[config.mk]
export PLATFORM = sky130hd
export DESIGN_NAME = spike_rate_monitor
export DESIGN_NICKNAME = d
export VERILOG_FILES = /design/src/rtl/spike_rate_monitor.sv
export SDC_FILE = /design/constraint.sdc
export NUM_CORES = 1
export LEC_CHECK = 0
export CAP_MARGIN = 20
export CORE_MARGIN = 1
export CORE_UTILIZATION = 50
export DETAILED_ROUTE_END_ITERATION = 16
export GPL_TIMING_DRIVEN = 0
export HOLD_SLACK_MARGIN = 0.1
export PLACE_DENSITY = 0.66
export SLEW_MARGIN = 5
export SYNTH_ARGS = -nofsm -noshare
export SYNTH_HDL_FRONTEND = slang
export SYNTH_SLANG_ARGS = --single-unit
[constraint.sdc]
create_clock -name clk -period 7.6 [get_ports clk]
set_input_delay 1.14 -clock clk [delete_from_list [all_inputs] [get_ports clk]]
set_output_delay 1.14 -clock clk [all_outputs]
set_load 0.1 [all_outputs]
[src/rtl/spike_rate_monitor.sv]
// Windowed spike counter with min-ISI tracking; one result per closed window, out_valid 1 cycle after close.
// Results queue in a small FIFO drained by out_valid/out_ready; a close into a full, non-popping FIFO is dropped.

module srm_fifo #(
  parameter int W     = 17,
  parameter int DEPTH = 2
) (
  input  logic         clk,
  input  logic         rst,
  input  logic         wr_vld,
  input  logic [W-1:0] wr_dat,
  output logic         wr_rdy,
  output logic         rd_vld,
  output logic [W-1:0] rd_dat,
  input  logic         rd_rdy
);
  localparam int AW = $clog2(DEPTH);

  logic [W-1:0] mem [DEPTH];
  logic [AW:0]  wr_ptr, rd_ptr;
  logic         empty, full, push, pop;

  assign empty  = (wr_ptr == rd_ptr);
  assign full   = (wr_ptr[AW] != rd_ptr[AW]) && (wr_ptr[AW-1:0] == rd_ptr[AW-1:0]);
  assign rd_vld = !empty;
  assign pop    = rd_vld && rd_rdy;
  // A pop in the same cycle frees the head slot, so a full FIFO can still take a write.
  assign wr_rdy = !full || pop;
  assign push   = wr_vld && wr_rdy;
  assign rd_dat = mem[rd_ptr[AW-1:0]];

  always_ff @(posedge clk) begin
    if (rst) begin
      wr_ptr <= '0;
      rd_ptr <= '0;
    end else begin
      if (push) wr_ptr <= wr_ptr + 1'b1;
      if (pop)  rd_ptr <= rd_ptr + 1'b1;
    end
  end

  always_ff @(posedge clk) begin
    if (push) mem[wr_ptr[AW-1:0]] <= wr_dat;
  end
endmodule

module spike_rate_monitor #(
  parameter int WIN_W = 16,
  parameter int DEPTH = 2
) (
  input  logic             clk,
  input  logic             rst,
  input  logic             enable,
  input  logic             spike_in,
  input  logic [WIN_W-1:0] win_len,
  output logic             out_valid,
  input  logic             out_ready,
  output logic [7:0]       out_count,
  output logic [7:0]       out_isi_min,
  output logic             out_ovf,
  output logic             dropped
);
  typedef enum logic {IDLE, RUN} state_t;

  typedef struct packed {
    logic [7:0] count;
    logic [7:0] isi_min;
    logic       ovf;
  } result_t;

  state_t state, state_nxt;

  logic             fresh;
  logic [WIN_W-1:0] cyc, len;
  logic [7:0]       cnt, gap, min_acc;
  logic             ovf_acc, have;

  logic             start, close;
  logic [WIN_W-1:0] cur_len, cur_cyc;
  logic [7:0]       base_cnt, base_gap, base_min;
  logic             base_ovf, base_have;
  logic [7:0]       new_cnt, new_gap, new_min;
  logic             new_ovf, new_have;

  result_t push_dat, head;
  logic    push_vld, push_rdy;

  always_ff @(posedge clk) begin
    if (rst) state <= IDLE;
    else     state <= state_nxt;
  end

  always_comb begin
    state_nxt = state;
    case (state)
      IDLE:    if (enable)  state_nxt = RUN;
      RUN:     if (!enable) state_nxt = IDLE;
      default: state_nxt = IDLE;
    endcase
  end

  // The IDLE entry cycle and the cycle after a close are both window cycle 0: accumulators
  // are taken as cleared and win_len is sampled combinationally so cycle 0 can also close.
  always_comb begin
    start     = (state == IDLE) || fresh;
    cur_len   = start ? ((win_len == '0) ? WIN_W'(1) : win_len) : len;
    cur_cyc   = start ? '0 : cyc;
    base_cnt  = start ? 8'd0 : cnt;
    base_ovf  = start ? 1'b0 : ovf_acc;
    base_have = start ? 1'b0 : have;
    base_gap  = start ? 8'd0 : gap;
    base_min  = start ? 8'hFF : min_acc;

    new_cnt  = base_cnt;
    new_ovf  = base_ovf;
    new_min  = base_min;
    new_have = base_have | spike_in;
    new_gap  = (base_gap == 8'hFF) ? 8'hFF : base_gap + 8'd1;
    if (spike_in) begin
      new_gap = 8'd1;
      if (base_cnt == 8'hFF) new_ovf = 1'b1;
      else                   new_cnt = base_cnt + 8'd1;
      if (base_have && (base_gap < base_min)) new_min = base_gap;
    end

    close    = enable && (cur_cyc == cur_len - WIN_W'(1));
    push_vld = close;
    push_dat = '{count: new_cnt, isi_min: new_min, ovf: new_ovf};
  end

  always_ff @(posedge clk) begin
    if (rst) begin
      fresh   <= 1'b0;
      cyc     <= '0;
      len     <= '0;
      cnt     <= 8'd0;
      ovf_acc <= 1'b0;
      have    <= 1'b0;
      gap     <= 8'd0;
      min_acc <= 8'hFF;
    end else if (enable) begin
      if (close) begin
        fresh <= 1'b1;
        cyc   <= '0;
      end else begin
        fresh   <= 1'b0;
        cyc     <= cur_cyc + WIN_W'(1);
        len     <= cur_len;
        cnt     <= new_cnt;
        ovf_acc <= new_ovf;
        have    <= new_have;
        gap     <= new_gap;
        min_acc <= new_min;
      end
    end else begin
      fresh <= 1'b0;
    end
  end

  always_ff @(posedge clk) begin
    if (rst)                       dropped <= 1'b0;
    else if (push_vld && !push_rdy) dropped <= 1'b1;
  end

  srm_fifo #(
    .W     ($bits(result_t)),
    .DEPTH (DEPTH)
  ) u_fifo (
    .clk    (clk),
    .rst    (rst),
    .wr_vld (push_vld),
    .wr_dat (push_dat),
    .wr_rdy (push_rdy),
    .rd_vld (out_valid),
    .rd_dat (head),
    .rd_rdy (out_ready)
  );

  // Idle value shown while empty doubles as the reset value of the result outputs.
  assign out_count   = out_valid ? head.count   : 8'd0;
  assign out_isi_min = out_valid ? head.isi_min : 8'hFF;
  assign out_ovf     = out_valid ? head.ovf     : 1'b0;
endmodule
==> insert_results.sql <==
INSERT INTO impl_metrics (metric_group, metric, value, unit) VALUES
('status', 'outcome', 'finished, final reports clean', ''),
('synth', 'yosys_register_bits', '100', ''),
('die', 'num_rows', '39', ''),
('synth', 'synth.yosys.warnings', '0', ''),
('sta', 'finalMaxSlewViolations', '0', ''),
('sta', 'fin_skew', '16.27', 'ps'),
('clock_network', 'post_cts_hold_buffer_count', '0', ''),
('place', 'hpwlAfterDp', '11.73', 'mm'),
('synth', 'syn-instance-count', '667', ''),
('synth', 'synthXorXnorAreaFrac', '5.442', '%'),
('global_routing', 'grt_max_degree', '21', ''),
('synth', 'mappedNetlistNets', '699', ''),
('drt', 'detailedRoute.firstIterationViolations', '411', ''),
('worst_setup_path', 'worst-path-max-fanout', '12', ''),
('pwr', 'p_int', '841.3', 'uW'),
('pwr', 'power.clock.fraction', '40.2', '%'),
('drt', 'vias', '5221', ''),
('synth', 'synthDistinctLibCells', '63', ''),
('synth', 'synth_flop_cell', 'sky130_fd_sc_hd__dfxtp_1', ''),
('pwr', 'power_density', '172.8', 'nW/um^2'),
('die', 'initial_utilization', '51.14', '%'),
('sta', 'fin_setup_tns', '0', 'ps'),
('pwr', 'power', '1162', 'uW'),
('worst_setup_path', 'worst-endpoint-arrival', '6120', 'ps'),
('die', 'core', '11420', 'sq um'),
('worst_setup_path', 'start_kind', 'register', ''),
('synth', 'post_synth_mux_area_share', '8.657', '%'),
('synth', 'ys_async_sr_fraction', '0', '%'),
('worst_setup_path', 'cp_data_required_time', '7640', 'ps'),
('global_routing', 'overflow', '0', ''),
('die', 'top_level_ports', '40', ''),
('clock_network', 'cts-htree-levels', '3', ''),
('final_layout', 'layout_area_overhead', '15.15', '%'),
('sta', 'tightestPinTransition', '967.5', 'ps'),
('synth', 'area_fraction_in_compound_gates_after_synthesis', '14.44', '%'),
('final_layout', 'post_route_cells_drive_above_1_share', '7.054', '%'),
('global_routing', 'globalRouteTotalUtil', '27.71', '%'),
('clock_network', 'ctsLongestPathBuffers', '2', ''),
('drt', 'wirelength', '15.99', 'mm'),
('global_routing', 'vias_in_the_first_global_route', '4877', ''),
('clock_network', 'clock_sinks', '100', ''),
('worst_setup_path', 'endpoint_class_of_the_critical_path', 'register', ''),
('drt', 'route.antenna.remaining_nets', '0', ''),
('final_layout', 'layout.core_utilization', '58.89', '%'),
('clock_network', 'clock_tree_from_tritoncts', 'built', ''),
('sta', 'setup_violations', '0', ''),
('pwr', 'portion_of_total_power_attributed_to_combinational_logic', '11.0', '%'),
('synth', 'synth.yosys.seq_area_share', '40.11', '%'),
('pwr', 'switching_power', '320.4', 'uW'),
('die', 'die_area', '12120', 'sq um'),
('sta', 'layout_setup_ws', '1524', 'ps'),
('drt', 'drc', '0', ''),
('place', 'port-buffer-count', '38', ''),
('pwr', 'power.share.switching', '27.58', '%'),
('job', 'max-cap-violations', '0', ''),
('pwr', 'p_leak', '0.002460', 'uW'),
('synth', 'simple_gate_portion_of_the_synthesized_area', '24.81', '%'),
('clock_network', 'clk_pin_slew_worst_paths', '80', 'ps'),
('min_path', 'min_path_type', 'register to register', ''),
('sta', 'timing.fmax', '164.6', 'MHz'),
('final_layout', 'layout.cells.most_common', 'sky130_fd_sc_hd__nor2_1', ''),
('drt', 'avgRoutedWirePerCell', '18.46', 'um'),
('sta', 'hold_ws', '473.1', 'ps'),
('sta', 'slew_hr', '35.30', '%'),
('drt', 'route.detailed.vias_per_inst', '6.029', ''),
('clock_network', 'cts_resized', '0', ''),
('place', 'routabilityCongestion', '0.9839', ''),
('final_layout', 'finish.net_count', '750', ''),
('final_layout', 'antenna_cells', '0', ''),
('clock_network', 'cts_post_setup_buffers_inserted', '0', ''),
('global_routing', 'first_pass_grt_wire_length', '25.20', 'mm');
## Yosys cell counts, drive strengths merged (5+ instances only)
| cell | count | area share [%] |
|---|---|---|
| nor2 | 83 | 5.3 |
| dfxtp | 66 | 23 |
| nand2 | 65 | 4.2 |
| mux2i | 46 | 7.9 |
| a21oi | 43 | 3.7 |
| edfxtp | 34 | 17 |
| clkbuf | 33 | 2.1 |
| nor3 | 30 | 2.6 |
| nand3 | 22 | 1.9 |
| o21ai | 19 | 1.6 |
| a31o | 16 | 2.4 |
| xor2 | 16 | 2.4 |
| inv | 15 | 0.96 |
| xnor2 | 15 | 2.2 |
| and3 | 11 | 1.2 |
| buf | 11 | 1.1 |
| ha | 11 | 2.4 |
| nand4 | 10 | 1.1 |
| a22oi | 7 | 0.90 |
| a31oi | 7 | 0.86 |
| nor2b | 7 | 0.75 |
| or3 | 7 | 0.75 |
| and2 | 6 | 0.64 |
| nand2b | 6 | 0.64 |
| nor4 | 6 | 0.64 |
| nor4b | 6 | 1.2 |
| o31ai | 6 | 0.86 |
| or4 | 6 | 0.84 |
| a21o | 5 | 0.64 |
| nand4b | 5 | 0.75 |
## sequential cells by signal, indices dropped and copies added (netlist names), 2 cells and up, named ones only
register / flops
u_fifo.rd_ptr: 2
min_acc: 8
len: 16
u_fifo.mem: 34
cyc: 16
gap: 8
u_fifo.wr_ptr: 2
cnt: 8
## area by class of cell
type	count	area [sq um]	share of cell area, %
Buffer	44	187.7	2.791
Clock inverter	7	75.07	1.116
Multi-Input combinational cell	508	3263	48.53
Clock buffer	9	225.2	3.349
Timing Repair Buffer	40	395.4	5.880
Sequential cell	100	2342	34.83
Inverter	15	56.30	0.8374
Tap cell	143	178.9	2.661
## per-layer routing
layer  GRT usage, %  routed length (um)  vias to the layer above
met5              0                   0                        -
met4          13.14                 430                        0
met3          3.645                 826                       34
met2          47.90                7819                      184
met1          34.09                6914                     2473
li1               -                   -                     2530
## worst max-delay path: stages, from the launching register on
cell and delay (ps):
sky130_fd_sc_hd__dfxtp_1 460, sky130_fd_sc_hd__nand2b_1 280, sky130_fd_sc_hd__clkbuf_1 410, sky130_fd_sc_hd__clkbuf_1 490, sky130_fd_sc_hd__clkbuf_1 500, sky130_fd_sc_hd__clkbuf_1 590
sky130_fd_sc_hd__mux2i_1 320, sky130_fd_sc_hd__ha_1 340, sky130_fd_sc_hd__nand2_1 130, sky130_fd_sc_hd__nor4b_1 330, sky130_fd_sc_hd__a21oi_1 130, sky130_fd_sc_hd__nor3_1 250
sky130_fd_sc_hd__nand4b_1 290, sky130_fd_sc_hd__or2_2 420, sky130_fd_sc_hd__nor3b_2 490, sky130_fd_sc_hd__buf_4 310
## power by group through the flow
stage / sequential [uW] / clock, uW / combinational, uW
2_1_floorplan: 575 / 0 / 82.6
3_3_place_gp: 578 / 0 / 125
3_5_place_dp: 579 / 0 / 126
4_1_cts: 566 / 471 / 127
5_1_grt: 567 / 490 / 139
6_report: 567 / 467 / 128
## worst paths after layout
kind,startpoint,end,slack [ps],cells after the start
worst max-delay path,fresh$_SDFF_PP0_,u_fifo.mem[1][7]$_DFFE_PP_,1520,15
worst min-delay path,dropped$_SDFFE_PP0P_,dropped$_SDFFE_PP0P_,470,1
worst max register to register,fresh$_SDFF_PP0_,u_fifo.mem[1][7]$_DFFE_PP_,1520,15
worst min register to register,dropped$_SDFFE_PP0P_,dropped$_SDFFE_PP0P_,470,1
## stage by stage
stage	cell area (sq um)	instances
final	6724	866
after global routing	6724	866
after CTS	6724	866
after detailed placement	6424	850
after global placement	6399	848
after floorplan	5839	667
## cell families (layout without fill, tap and decap cells)
| family | Yosys count | after routing |
|---|---|---|
| multiplexers | 50 | 50 |
| AO/OA/AOI/OAI | 127 | 127 |
| AND/OR/NAND/NOR | 287 | 287 |
| adder cells (fa/ha/maj) | 11 | 11 |
| flip-flops | 100 | 100 |
| XOR/XNOR | 33 | 33 |
| buffers and inverters | 59 | 115 |
Power figures use the tool's default switching activity.
